--- config.mk ---
export PLATFORM = sky130hd
export DESIGN_NAME = noc_port_arbiter
export DESIGN_NICKNAME = d
export VERILOG_FILES = /design/src/rtl/noc_port_arbiter.sv
export SDC_FILE = /design/constraint.sdc
export NUM_CORES = 1
export LEC_CHECK = 0
export CORE_UTILIZATION = 45
export DETAILED_ROUTE_END_ITERATION = 12
export PLACE_DENSITY = 0.86
export SLEW_MARGIN = 15
export SYNTH_ARGS = -nofsm -noshare
export SYNTH_HDL_FRONTEND = slang
export SYNTH_SLANG_ARGS = --single-unit
--- constraint.sdc ---
create_clock -name clk -period 2.99 [get_ports clk]
set_clock_uncertainty 0.1 [all_clocks]
set_input_delay 0.598 -clock clk [delete_from_list [all_inputs] [get_ports clk]]
set_output_delay 0.598 -clock clk [all_outputs]
set_load 0.01 [all_outputs]
--- src/rtl/noc_port_arbiter.sv ---
// NoC output-port arbiter: round-robin over NUM_IN n2p FIFOs, grant held for a whole packet.
// Optional ARB_TIMEOUT_EN releases a grant whose payload stalls for TIMEOUT cycles.

module noc_port_arbiter_lane #(
  parameter int IDX_W = 2,
  parameter int LANE  = 0
) (
  input  logic             rst,
  input  logic [IDX_W-1:0] pick,
  input  logic             pick_vld,
  input  logic [IDX_W-1:0] grant,
  input  logic             pop_vld,
  output logic             rd_en
);
  assign rd_en = rst & ((pick_vld & (pick == IDX_W'(LANE))) |
                        (pop_vld  & (grant == IDX_W'(LANE))));
endmodule

module noc_port_arbiter #(
  parameter int DATA_WIDTH = 9,
  parameter int NUM_IN     = 4,
  parameter int IDX_W      = $clog2(NUM_IN),
  parameter int TIMEOUT    = 16
) (
  input  logic                         clk,
  input  logic                         rst,
  input  logic [NUM_IN-1:0]            fifo_empty,
  input  logic [NUM_IN*DATA_WIDTH-1:0] fifo_data,
  output logic [NUM_IN-1:0]            fifo_rd_en,
  output logic [DATA_WIDTH-1:0]        port_out,
  output logic [IDX_W-1:0]             grant,
  output logic                         busy,
  output logic                         pkt_done,
  output logic                         pkt_err
);
  typedef enum logic [1:0] {S_IDLE, S_HDR, S_PAYLOAD} state_t;

  localparam logic [DATA_WIDTH-1:0] IDLE_TOK = {1'b1, {(DATA_WIDTH-1){1'b0}}};

  state_t                             state;
  logic [IDX_W-1:0]                   rr_ptr;
  logic [7:0]                         rd_left, wr_left;
  logic                               rd_q;
  logic [NUM_IN-1:0][DATA_WIDTH-1:0]  data_arr;
  logic [DATA_WIDTH-1:0]              cur;
  logic [7:0]                         len;
  logic                               cur_empty, hdr_ok, perr, tmo;
  logic                               found, pick_vld, grant_pop;
  logic [IDX_W-1:0]                   pick, rr_nxt;

  assign data_arr  = fifo_data;
  assign cur       = data_arr[grant];
  assign len       = cur[7:0];
  assign cur_empty = fifo_empty[grant];
  assign hdr_ok    = cur[DATA_WIDTH-1] && (len != 8'd0);
  assign perr      = (state == S_PAYLOAD) && rd_q && cur[DATA_WIDTH-1];
  assign rr_nxt    = (grant == IDX_W'(NUM_IN-1)) ? '0 : grant + IDX_W'(1);

  // Round-robin search starting at rr_ptr, wrapping modulo NUM_IN.
  always_comb begin
    int idx;
    found = 1'b0;
    pick  = '0;
    idx   = 0;
    for (int k = 0; k < NUM_IN; k++) begin
      idx = int'(rr_ptr) + k;
      if (idx >= NUM_IN) idx = idx - NUM_IN;
      if (!found && !fifo_empty[idx]) begin
        found = 1'b1;
        pick  = idx[IDX_W-1:0];
      end
    end
  end

  assign pick_vld = (state == S_IDLE) && found;

  always_comb begin
    grant_pop = 1'b0;
    case (state)
      S_HDR:     grant_pop = hdr_ok && !cur_empty;
      S_PAYLOAD: grant_pop = !cur_empty && (rd_left != 8'd0) && !perr && !tmo;
      default:   grant_pop = 1'b0;
    endcase
  end

  for (genvar i = 0; i < NUM_IN; i++) begin : g_lane
    noc_port_arbiter_lane #(.IDX_W(IDX_W), .LANE(i)) u_lane (
      .rst      (rst),
      .pick     (pick),
      .pick_vld (pick_vld),
      .grant    (grant),
      .pop_vld  (grant_pop),
      .rd_en    (fifo_rd_en[i])
    );
  end

`ifdef ARB_TIMEOUT_EN
  localparam int SW = ($clog2(TIMEOUT + 1) > 5) ? $clog2(TIMEOUT + 1) : 5;
  logic [SW-1:0] stall_cnt;

  // Counts consecutive payload cycles with nothing arriving from the FIFO.
  assign tmo = (state == S_PAYLOAD) && !rd_q && (stall_cnt == SW'(TIMEOUT - 1));

  always_ff @(posedge clk or negedge rst) begin
    if (!rst)                            stall_cnt <= '0;
    else if (state != S_PAYLOAD || rd_q) stall_cnt <= '0;
    else if (!tmo)                       stall_cnt <= stall_cnt + SW'(1);
  end
`else
  assign tmo = 1'b0;
`endif

  always_ff @(posedge clk or negedge rst) begin
    if (!rst) begin
      state    <= S_IDLE;
      rr_ptr   <= '0;
      grant    <= '0;
      rd_left  <= '0;
      wr_left  <= '0;
      rd_q     <= 1'b0;
      port_out <= IDLE_TOK;
      busy     <= 1'b0;
      pkt_done <= 1'b0;
      pkt_err  <= 1'b0;
    end else begin
      pkt_done <= 1'b0;
      pkt_err  <= 1'b0;
      case (state)
        S_IDLE: begin
          port_out <= IDLE_TOK;
          rd_q     <= 1'b0;
          if (found) begin
            grant <= pick;
            state <= S_HDR;
            busy  <= 1'b1;
          end else begin
            busy  <= 1'b0;
          end
        end
        S_HDR: begin
          if (hdr_ok) begin
            port_out <= cur;
            // A payload word popped alongside the header already counts as read.
            rd_left  <= len - {7'd0, grant_pop};
            wr_left  <= len;
            rd_q     <= grant_pop;
            state    <= S_PAYLOAD;
            busy     <= 1'b1;
          end else begin
            port_out <= IDLE_TOK;
            rd_q     <= 1'b0;
            state    <= S_IDLE;
            busy     <= 1'b0;
            if (!cur[DATA_WIDTH-1]) begin
              pkt_err <= 1'b1;
              rr_ptr  <= rr_nxt;
            end
          end
        end
        S_PAYLOAD: begin
          rd_q <= grant_pop;
          if (grant_pop) rd_left <= rd_left - 8'd1;
          if (perr || tmo) begin
            port_out <= IDLE_TOK;
            pkt_err  <= 1'b1;
            rr_ptr   <= rr_nxt;
            state    <= S_IDLE;
            busy     <= 1'b0;
          end else if (rd_q) begin
            port_out <= cur;
            wr_left  <= wr_left - 8'd1;
            if (wr_left == 8'd1) begin
              pkt_done <= 1'b1;
              rr_ptr   <= rr_nxt;
              state    <= S_IDLE;
              busy     <= 1'b0;
            end
          end else begin
            port_out <= IDLE_TOK;
          end
        end
        default: begin
          state    <= S_IDLE;
          port_out <= IDLE_TOK;
          busy     <= 1'b0;
          rd_q     <= 1'b0;
        end
      endcase
    end
  end
endmodule

==> results of run 1 <==
cells by family (layout without fill, tap and decap cells):
group	Yosys count	in the layout	synth area share
xor gates and xnor gates	6	6	0.0200
buffers and inverters	35	140	0.0701
AOI/OAI and AO/OA	65	65	0.188
muxes	15	15	0.109
adders and majority gates	14	14	0.0668
and+or+nand+nor	99	99	0.211
DFF	35	35	0.334
metrics by stage:
stage	area, um2	hold WS [ps]	setup slack, ps	TNS (ps)
finish	3900	432	-393	-2650
global route	3900	456	-424	-3260
CTS	3850	414	-254	-1110
detailed placement	3520	397	-718	-6970
global placement	3520	397	-653	-5960
floorplan	2670	202	-84.7	-253
power groups by stage:
stage	clock [mW]	combinational [mW]	sequential [mW]
final	0.449	2.74	0.912
after global routing	0.471	2.88	0.929
after CTS	0.446	2.48	0.889
after detailed placement	0	2.17	0.912
after global placement	0	2.07	0.902
after floorplan	0	1.44	0.874
how the worst max path moves through the flow:
stage                   from             to  slack, ps  depth (start not counted)
2_1_floorplan       grant[0]     rd_left[5]        -80                         12
3_3_place_gp   fifo_data[29]  fifo_rd_en[3]       -650                          8
3_5_place_dp   fifo_data[35]     rd_left[5]       -720                         11
4_1_cts             grant[0]  fifo_rd_en[3]       -250                          9
5_1_grt             grant[0]  fifo_rd_en[3]       -420                          9
6_report            grant[0]  fifo_rd_en[3]       -390                          9
flip-flops by register name, indices dropped and copies added (netlist names):
register and count:
pkt_err 1, grant 2, busy 1, rd_left 8, state 2, port_out 9, rr_ptr 2, rd_q 1
pkt_done 1, wr_left 8
placed cells by master, fill, tap and decap left out, drive strengths merged, types with 9 or more instances in the layout:
cell type / instances
a21oi: 9
buf: 56
clkdlybuf4s50: 26
dfrtp: 34
dlygate4sd2: 29
ha: 14
inv: 21
mux4: 10
nand2: 22
nor2: 24
nor3: 11
layer usage:
metal  track usage  vias up
met5             0        -
met4         0.217        0
met3        0.0640       69
met2         0.575      229
met1         0.352     1358
li1              -     1198
area by class of cell:
| cell class | count | share of cell area |
|---|---|---|
| timing repair buffer | 111 | 0.249 |
| tap | 72 | 0.0231 |
| inverter | 21 | 0.0202 |
| clock inverter | 3 | 0.0112 |
| sequential | 35 | 0.225 |
| multi-input combinational | 199 | 0.453 |
| clock buffer | 5 | 0.0176 |
timing repair:
action | CTS | global route
pin swaps | 18 | 5
hold endpoints to repair | 0 | 0
gates resized for setup | 77 | 8
hold buffers | 0 | 0
setup buffers | 14 | 1
setup endpoints to repair | 12 | 12
cloned | 0 | 0
==> metrics.txt, run 1 <==
H-tree lvl count=2; worst-margin pin slew=around 510 ps; Post-synth EDFFs=0; Crit path required time=about 2300 ps; Comb pwr share=0.668; Initial Util=0.470; Worst path top cell family by delay=multiplexers; first-pass GRT wire length=14,900 um; max_cap viols=0; Reg clk slew, reported paths=80 ps; Tot GR Track Use=0.326; pwr dens=around 1100 mW/mm2; HP Start=busy; placed cells=423; syn_area_per_cell=between 9 and 10 um2; critical path fanouts, max=7; most common flop cell mapped by yosys=dfrtp_1; die area=0.00614 mm2; Ports=60; Clock Latency Late Sink=around 300 ps; antenna violations before repair=0; Cells after Synth=269; Core ar.=approximately 0.0056 mm2; RePlAce Congestion=~0.86; Sink Count=35; Mapped Area=~0.0026 mm2; Reg power frac=0.222; Total Power=4.10 mW; routed wl met3=714 um; Nets=~430; failing checks=setup timing; Detail Route Antenna Nets=0; Synth Register Bits=35; Max transition margin=0.662; CTS root buf=clkbuf_8; post-synthesis cell type count=65; min-delay worst type=reg2reg; slowest CP cell=mux4_2; Clock Tree Buf Depth=2; CP cell instances=buf_12 > mux4_2 > nor4_4 > a21oi_2 > o21a_2 > buf_6 > a22oi_2 > nor2b_1 > buf_2; routed len/inst=21.6 um; Util after Layout=0.700; most common cell in the netlist=dfrtp_1; synth warn=0; Seq/Total Area, Yosys=0.334; crit path time final=3380 ps; DIE HEIGHT=78.3 um; cells on worst reg2reg path=13; period utilization=1.13; Sw Ratio=0.462; top post-synthesis cells by count=34 x dfrtp_1, 22 x nand2_1, 22 x nor2_1; final hold vios=0; peak supply drop=687 uV; Cells on Worst Hold Path=1; CTS tree=built; max-slew violations=0; cts bufs inserted=5; # DRC=0; Worst Setup End Kind=primary output; DP Wirelength=about 5700 um; area delta synth->final=48.8%; Synth top area share=0.324; DR iter-0 viols=between 300 and 400; sw power=between 1.5 and 2 mW; P_leak=around 1.7 nW; Post-synth ARST share=1.00; I/O Buffers=between 50 and 60; Worst path max stage delay=around 570 ps; status=finished with violations; final WL=about 9600 um; leading area contributor after synthesis=dfrtp_1; Mapped Nets=around 330; CP startpoint kind=flop; diode count=0; layout cells sized above 1=0.324; Reg-to-Reg End=rd_left[2]; FMAX=approximately 300 MHz; DIE WIDTH=roughly 78 um; Vias=2,854; Max Used Layer=met4; multi-input combinational cell area=around 0.0018 mm2; Area contributors post-synth=dfrtp_1 32%, mux4_2 6.9%, ha_1 6.7%; largest net degree at the start of global routing=40; sequential standard cell area=880 um2; FP Rows=27; Vias/cell=6.40; RSZ-0062 raised after global routing=true; hold endpoint=busy; Clk pwr share=0.109; Buf/Inv on CP=3; r2r setup slk=-310 ps; grt ovf=0; wl on met1=about 3500 um; critical path type=reg2out; DR WL met2=around 4800 um; CP arrival=2690 ps; fin cells=446; vias in the first global route=2,946; 1st-pass router iterations=5; Int Power=between 2 and 2.5 mW; fillers=339; worst r2r src=grant[0]; setup violators final=11; setup ws final=-393 ps
Note: power is estimated with default switching activity, not from simulation.
==> run 2: changes to the inputs <==
==> constraint.sdc (replaced) <==
create_clock -name clk -period 2.99 [get_ports clk]
set_clock_uncertainty 0.1 [all_clocks]
set_input_delay 0.598 -clock clk [delete_from_list [all_inputs] [get_ports clk]]
set_output_delay 0.598 -clock clk [all_outputs]
set_load 0.02 [all_outputs]
==> run 2 against run 1 <==
  * The flow still finishes with violations (setup timing)
  * Design area fell by 1.7%
  * Maximum frequency rose by 5.2%
  * Worst setup slack improved by 170 ps
  * Via count fell by 10%
  * Die area did not move
  * Sequential power fell by 2%
  * Routed wire length fell by 19%
  * Critical path type unchanged
==> metrics.txt, run 2 (synthesis gave the netlist of run 1 again) <==
status=finished with violations; failing checks=setup timing; CP arrival=2520 ps (-170 ps); diode count=0 (unchanged); DP Wirelength=5250 um (-7.2%); placed cells=422 (-0.24%); antenna violations before repair=0 (unchanged); area delta synth->final=46.3%; most frequent cells in the layout=50 x buf_4, 34 x dlygate4sd2_1, 32 x dfrtp_1, 21 x inv_1, 21 x nor2_1; critical path type=reg2out; DIE HEIGHT=78.3 um (unchanged); largest register by flop count=port_out; Largest regs=port_out: 9 flops, rd_left: 8 flops, wr_left: 8 flops; period utilization=1.08 (-0.0564); die area=0.00614 mm2 (unchanged); Nets=430 (+0.23%); Util after Layout=0.688 (-0.0117); Tot GR Track Use=0.263 (-0.0630); Worst path max stage delay=560 ps (about the same); max-slew violations=0 (unchanged); setup ws final=-225 ps (+169 ps); vias in the first global route=2,662 (-9.6%); largest net degree at the start of global routing=40 (unchanged); FP Rows=27 (unchanged); CTS root buf=clkbuf_8; most common cell after layout, fill and taps aside=buf_4; final WL=7790 um (-19%); Worst Setup End Kind=primary output; max_cap viols=0 (unchanged); I/O Buffers=59 (unchanged); DIE WIDTH=78.3 um (unchanged); crit path time final=3210 ps (-169 ps); peak supply drop=722 uV (+5.2%); Reg clk slew, reported paths=80 ps (about the same); cts bufs inserted=5 (unchanged); Vias/cell=5.75 (-10%); fillers=402 (+19%); first-pass GRT wire length=12,200 um (-18%); RSZ-0062 raised after global routing=true; Crit path required time=2290 ps (about the same); hold buffer count at cts=0 (unchanged); Worst path top cell family by delay=multiplexers; 1st-pass router iterations=4 (-1); slowest CP cell=mux4_2; Ports=60 (unchanged); CP startpoint kind=flop; worst hold slack=307 ps (-126 ps); Detail Route Antenna Nets=0 (unchanged); DR iter-0 viols=189 (-43%); critical path fanouts, max=5 (-2); Vias=2,570 (-10%); FMAX=311 MHz (+5.2%); pre-CTS WS=-784 ps (-66.1 ps); fin cells=447 (+0.22%); Initial Util=0.470 (unchanged); Clock Tree Buf Depth=2 (unchanged); min-delay worst type=in2async; Clock Latency Late Sink=300 ps (about the same); setup violators final=10 (-1); H-tree lvl count=2 (unchanged); Sink Count=35 (unchanged); setup TNS=-1450 ps (+1200 ps); Core ar.=0.00557 mm2 (unchanged); RePlAce Congestion=0.916 (+6.8%); Buf/Inv on CP=2 (-1); flip-flop count of the largest register after layout=9 (unchanged); CP cell instances=buf_6 > mux4_2 > nor4_4 > a21oi_2 > o21a_4 > a22oi_2 > nor2b_1 > buf_4; pwr dens=1010 mW/mm2 (-4.3%); grt ovf=0 (unchanged); P_leak=1.71 nW (-0.69%); Max transition margin=0.648 (-0.0142); # DRC=0 (unchanged); routed len/inst=17.4 um (-19%); final hold vios=0 (unchanged); worst-margin pin slew=523 ps (+16.5 ps); CTS tree=built; layout cells sized above 1=0.315 (-0.00886)
## run 2: path summary, 6_finish.rpt
| kind | cells after the start | from | slack [ps] | end |
|---|---|---|---|---|
| worst max-delay path | 8 | grant[0] | -220 | fifo_rd_en[2] |
| worst min-delay path | 2 | rst | 310 | grant[0] |
| worst max register to register | 14 | grant[0] | -150 | rd_left[3] |
| worst min register to register | 1 | busy | 440 | busy |
| max in group asynchronous | 2 | rst | 2130 | port_out[8] |
| min in group clk | 1 | busy | 440 | busy |
## run 2: layout make-up
class                   count  area (um2)  share of cell area
well taps                  72        90.1              0.0235
flip-flops and latches     35         880               0.229
clock inverters             2        12.5             0.00326
multi-input cells         199        1730               0.451
repair buffers            112         971               0.253
inverters                  21        78.8              0.0205
clock buffers               6        72.6              0.0189
## run 2: repair_timing
item                                    4_1_cts  5_1_grt
gates cloned                                  0        0
buffers inserted                             12        6
endpoints found under the setup margin       12       12
pin swaps                                    15        8
resized for setup                            72       21
## run 2: power by group
part | total, mW | internal [mW] | switching [mW]
logic | 2.62 | 1.26 | 1.36
registers | 0.894 | 0.689 | 0.206
clock network | 0.350 | 0.163 | 0.187
total | 3.86 | 2.11 | 1.75
## run 2: routing by layer
metal,up-vias,wire length (um),global-route usage
met5,-,0,0
met4,0,237,0.124
met3,21,460,0.0547
met2,123,4060,0.470
met1,1228,3030,0.297
li1,1198,-,-
## run 2: worst reg2reg max path: cells and delay by family (launching register included)
kind	cells	cell delay (ps)
AO/OA/AOI/OAI	3	590
XOR/XNOR	1	150
adder cells (fa/ha/maj)	1	160
buffers and inverters	4	500
flip-flops	1	400
multiplexers	1	560
AND/OR/NAND/NOR	4	540
## run 2: through the flow
step                      total power, mW  area (um2)
after global routing                 4.12        3840
final                                3.86        3840
after CTS                            3.65        3710
after global placement               3.02        3510
after floorplan                      2.37        2670
after detailed placement             3.10        3510
==> run 3: changes to the inputs <==
--- a/config.mk
+++ b/config.mk
@@ -5,9 +5,9 @@
 export SDC_FILE = /design/constraint.sdc
 export NUM_CORES = 1
 export LEC_CHECK = 0
-export CORE_UTILIZATION = 45
+export CORE_UTILIZATION = 46
 export DETAILED_ROUTE_END_ITERATION = 12
-export PLACE_DENSITY = 0.86
+export PLACE_DENSITY = 0.87
 export SLEW_MARGIN = 15
 export SYNTH_ARGS = -nofsm -noshare
 export SYNTH_HDL_FRONTEND = slang
==> run 3 against run 2 <==
  * The run still ends with setup timing left
  * Sequential share of layout area grew 0.32 points
  * Worst setup slack gained 4.8 ps
  * First-iteration DRC count up 16%
  * Design area down 1.4%
  * Global-route usage increased by 1.6 points
  * Final cell count shrank 0.22%
  * Critical path type unchanged
  * Critical endpoint is now fifo_rd_en[3]
==> metrics.txt, run 3 (synthesis gave the netlist of run 1 again) <==
status=finished with violations; failing checks=setup timing; Worst path max stage delay=550 ps (about the same); fin cells=446 (-0.22%); worst-margin pin slew=481 ps (-42.0 ps); setup ws final=-220 ps (+4.84 ps); CP arrival=2510 ps (about the same); Detail Route Antenna Nets=0 (unchanged); crit path time final=3210 ps (-4.84 ps); CTS tree=built; Worst Setup End Kind=primary output; period utilization=1.07 (-0.00162); largest net degree at the start of global routing=40 (unchanged); cts bufs inserted=5 (unchanged); final hold vios=0 (unchanged); sequential standard cell area=880 um2 (unchanged); largest register by flop count=port_out; Largest regs=port_out: 9 flops, rd_left: 8 flops, wr_left: 8 flops; critical path type=reg2out; final WL=7980 um (+2.5%); Vias=2,593 (+0.89%); Vias/cell=5.81 (+1.1%); Clock Tree Buf Depth=2 (unchanged); diode count=0 (unchanged); placed cells=425 (+0.71%); max-slew violations=0 (unchanged); FMAX=312 MHz (+0.15%); die area=0.00601 mm2 (-2.1%); RePlAce Congestion=0.866 (-5.4%); multi-input combinational cell area=0.00169 mm2 (-2.5%); first-pass GRT wire length=12,600 um (+3.1%); peak supply drop=546 uV (-24%); flip-flop count of the largest register after layout=9 (unchanged); setup violators final=6 (-4); Tot GR Track Use=0.279 (+0.0159); # DRC=0 (unchanged); I/O Buffers=59 (unchanged); CTS root buf=clkbuf_8; 1st-pass router iterations=4 (unchanged); P_leak=1.69 nW (-0.96%); Max transition margin=0.679 (+0.0306); Clock Latency Late Sink=300 ps (about the same); DIE WIDTH=77.5 um (-1.1%); Total Power=3.78 mW (-2.2%); routed len/inst=17.9 um (+2.7%); Sink Count=35 (unchanged); fillers=405 (+0.75%); CP cell instances=buf_12 > mux4_2 > nor4_4 > a21oi_2 > o21a_2 > a22oi_2 > nor2b_1 > buf_4; area delta synth->final=44.3%; slowest CP cell=mux4_2; Nets=429 (-0.23%); min-delay worst type=reg2reg; critical path fanouts, max=7 (+2); DP Wirelength=5550 um (+5.5%); layout cells sized above 1=0.286 (-0.0286); grt ovf=0 (unchanged); Reg clk slew, reported paths=70 ps (about the same); most frequent cells in the layout=53 x buf_4, 32 x dfrtp_1, 29 x dlygate4sd2_1; Initial Util=0.476 (+0.00577); CP startpoint kind=flop; pre-CTS WS=-731 ps (+53.3 ps); FP Rows=27 (unchanged); Crit path required time=2290 ps (about the same); RSZ-0062 raised after global routing=true; most common cell after layout, fill and taps aside=buf_4; Ports=60 (unchanged); max_cap viols=0 (unchanged); Core ar.=0.00551 mm2 (-1.2%); H-tree lvl count=2 (unchanged); pwr dens=998 mW/mm2 (-0.87%); antenna violations before repair=0 (unchanged); DIE HEIGHT=77.5 um (-1.1%); DR iter-0 viols=219 (+16%); vias in the first global route=2,555 (-4.0%)
[run 3: stage by stage]
step | hold WS (ps) | utilization | TNS [ps] | instance area (um2)
finish | 421 | 0.687 | -787 | 3780
floorplan | 202 | - | -653 | 2670
global route | 457 | 0.687 | -1630 | 3780
global placement | 402 | 0.642 | -5860 | 3530
CTS | 419 | 0.671 | -515 | 3700
detailed placement | 401 | 0.642 | -6340 | 3530
[run 3: path summary, 6_finish.rpt]
check | startpoint | to | slack (ps) | cells after the start
worst max-delay path | grant[0] | fifo_rd_en[3] | -220 | 8
worst min-delay path | busy | busy | 420 | 1
worst max register to register | grant[0] | rd_left[7] | -70 | 12
worst min register to register | busy | busy | 420 | 1
max in group asynchronous | rst | port_out[8] | 1640 | 2
min in group asynchronous | rst | rd_left[1] | 800 | 2
[run 3: layout make-up]
class / instances / area share
clock inverters: 1 / 0.00132
inverters: 21 / 0.0208
multi-input cells: 199 / 0.446
well taps: 72 / 0.0238
repair buffers: 111 / 0.255
flip-flops and latches: 35 / 0.232
clock buffers: 7 / 0.0202
[run 3: critical path, delay by kind of cell, from the launching register on]
family                 cells  cell delay [ps]
AO/OA/AOI/OAI              3              540
buffers and inverters      2              290
flip-flops                 1              410
multiplexers               1              550
AND/OR/NAND/NOR            2              410
[run 3: where the power goes]
part / switching, mW / internal, mW / leakage [nW]
Clock: 0.183 / 0.164 / 0.0422
Sequential: 0.211 / 0.689 / 0.429
Combinational: 1.31 / 1.22 / 1.22
Total: 1.71 / 2.07 / 1.69
[run 3: timing repair]
| action | 4_1_cts | 5_1_grt |
|---|---|---|
| setup buffers | 10 | 3 |
| gates resized for setup | 63 | 13 |
| hold buffers | 0 | 0 |
| setup endpoints to repair | 12 | 10 |
| pin swaps | 13 | 8 |
[run 3: layer usage]
layer	wire length [um]	share of wire	up-vias	GRT usage
met4	262	0.033	0	0.151
met5	0	0	-	0
met3	550	0.069	23	0.0694
li1	-	-	1202	-
met1	3150	0.39	1225	0.335
met2	4020	0.50	143	0.456
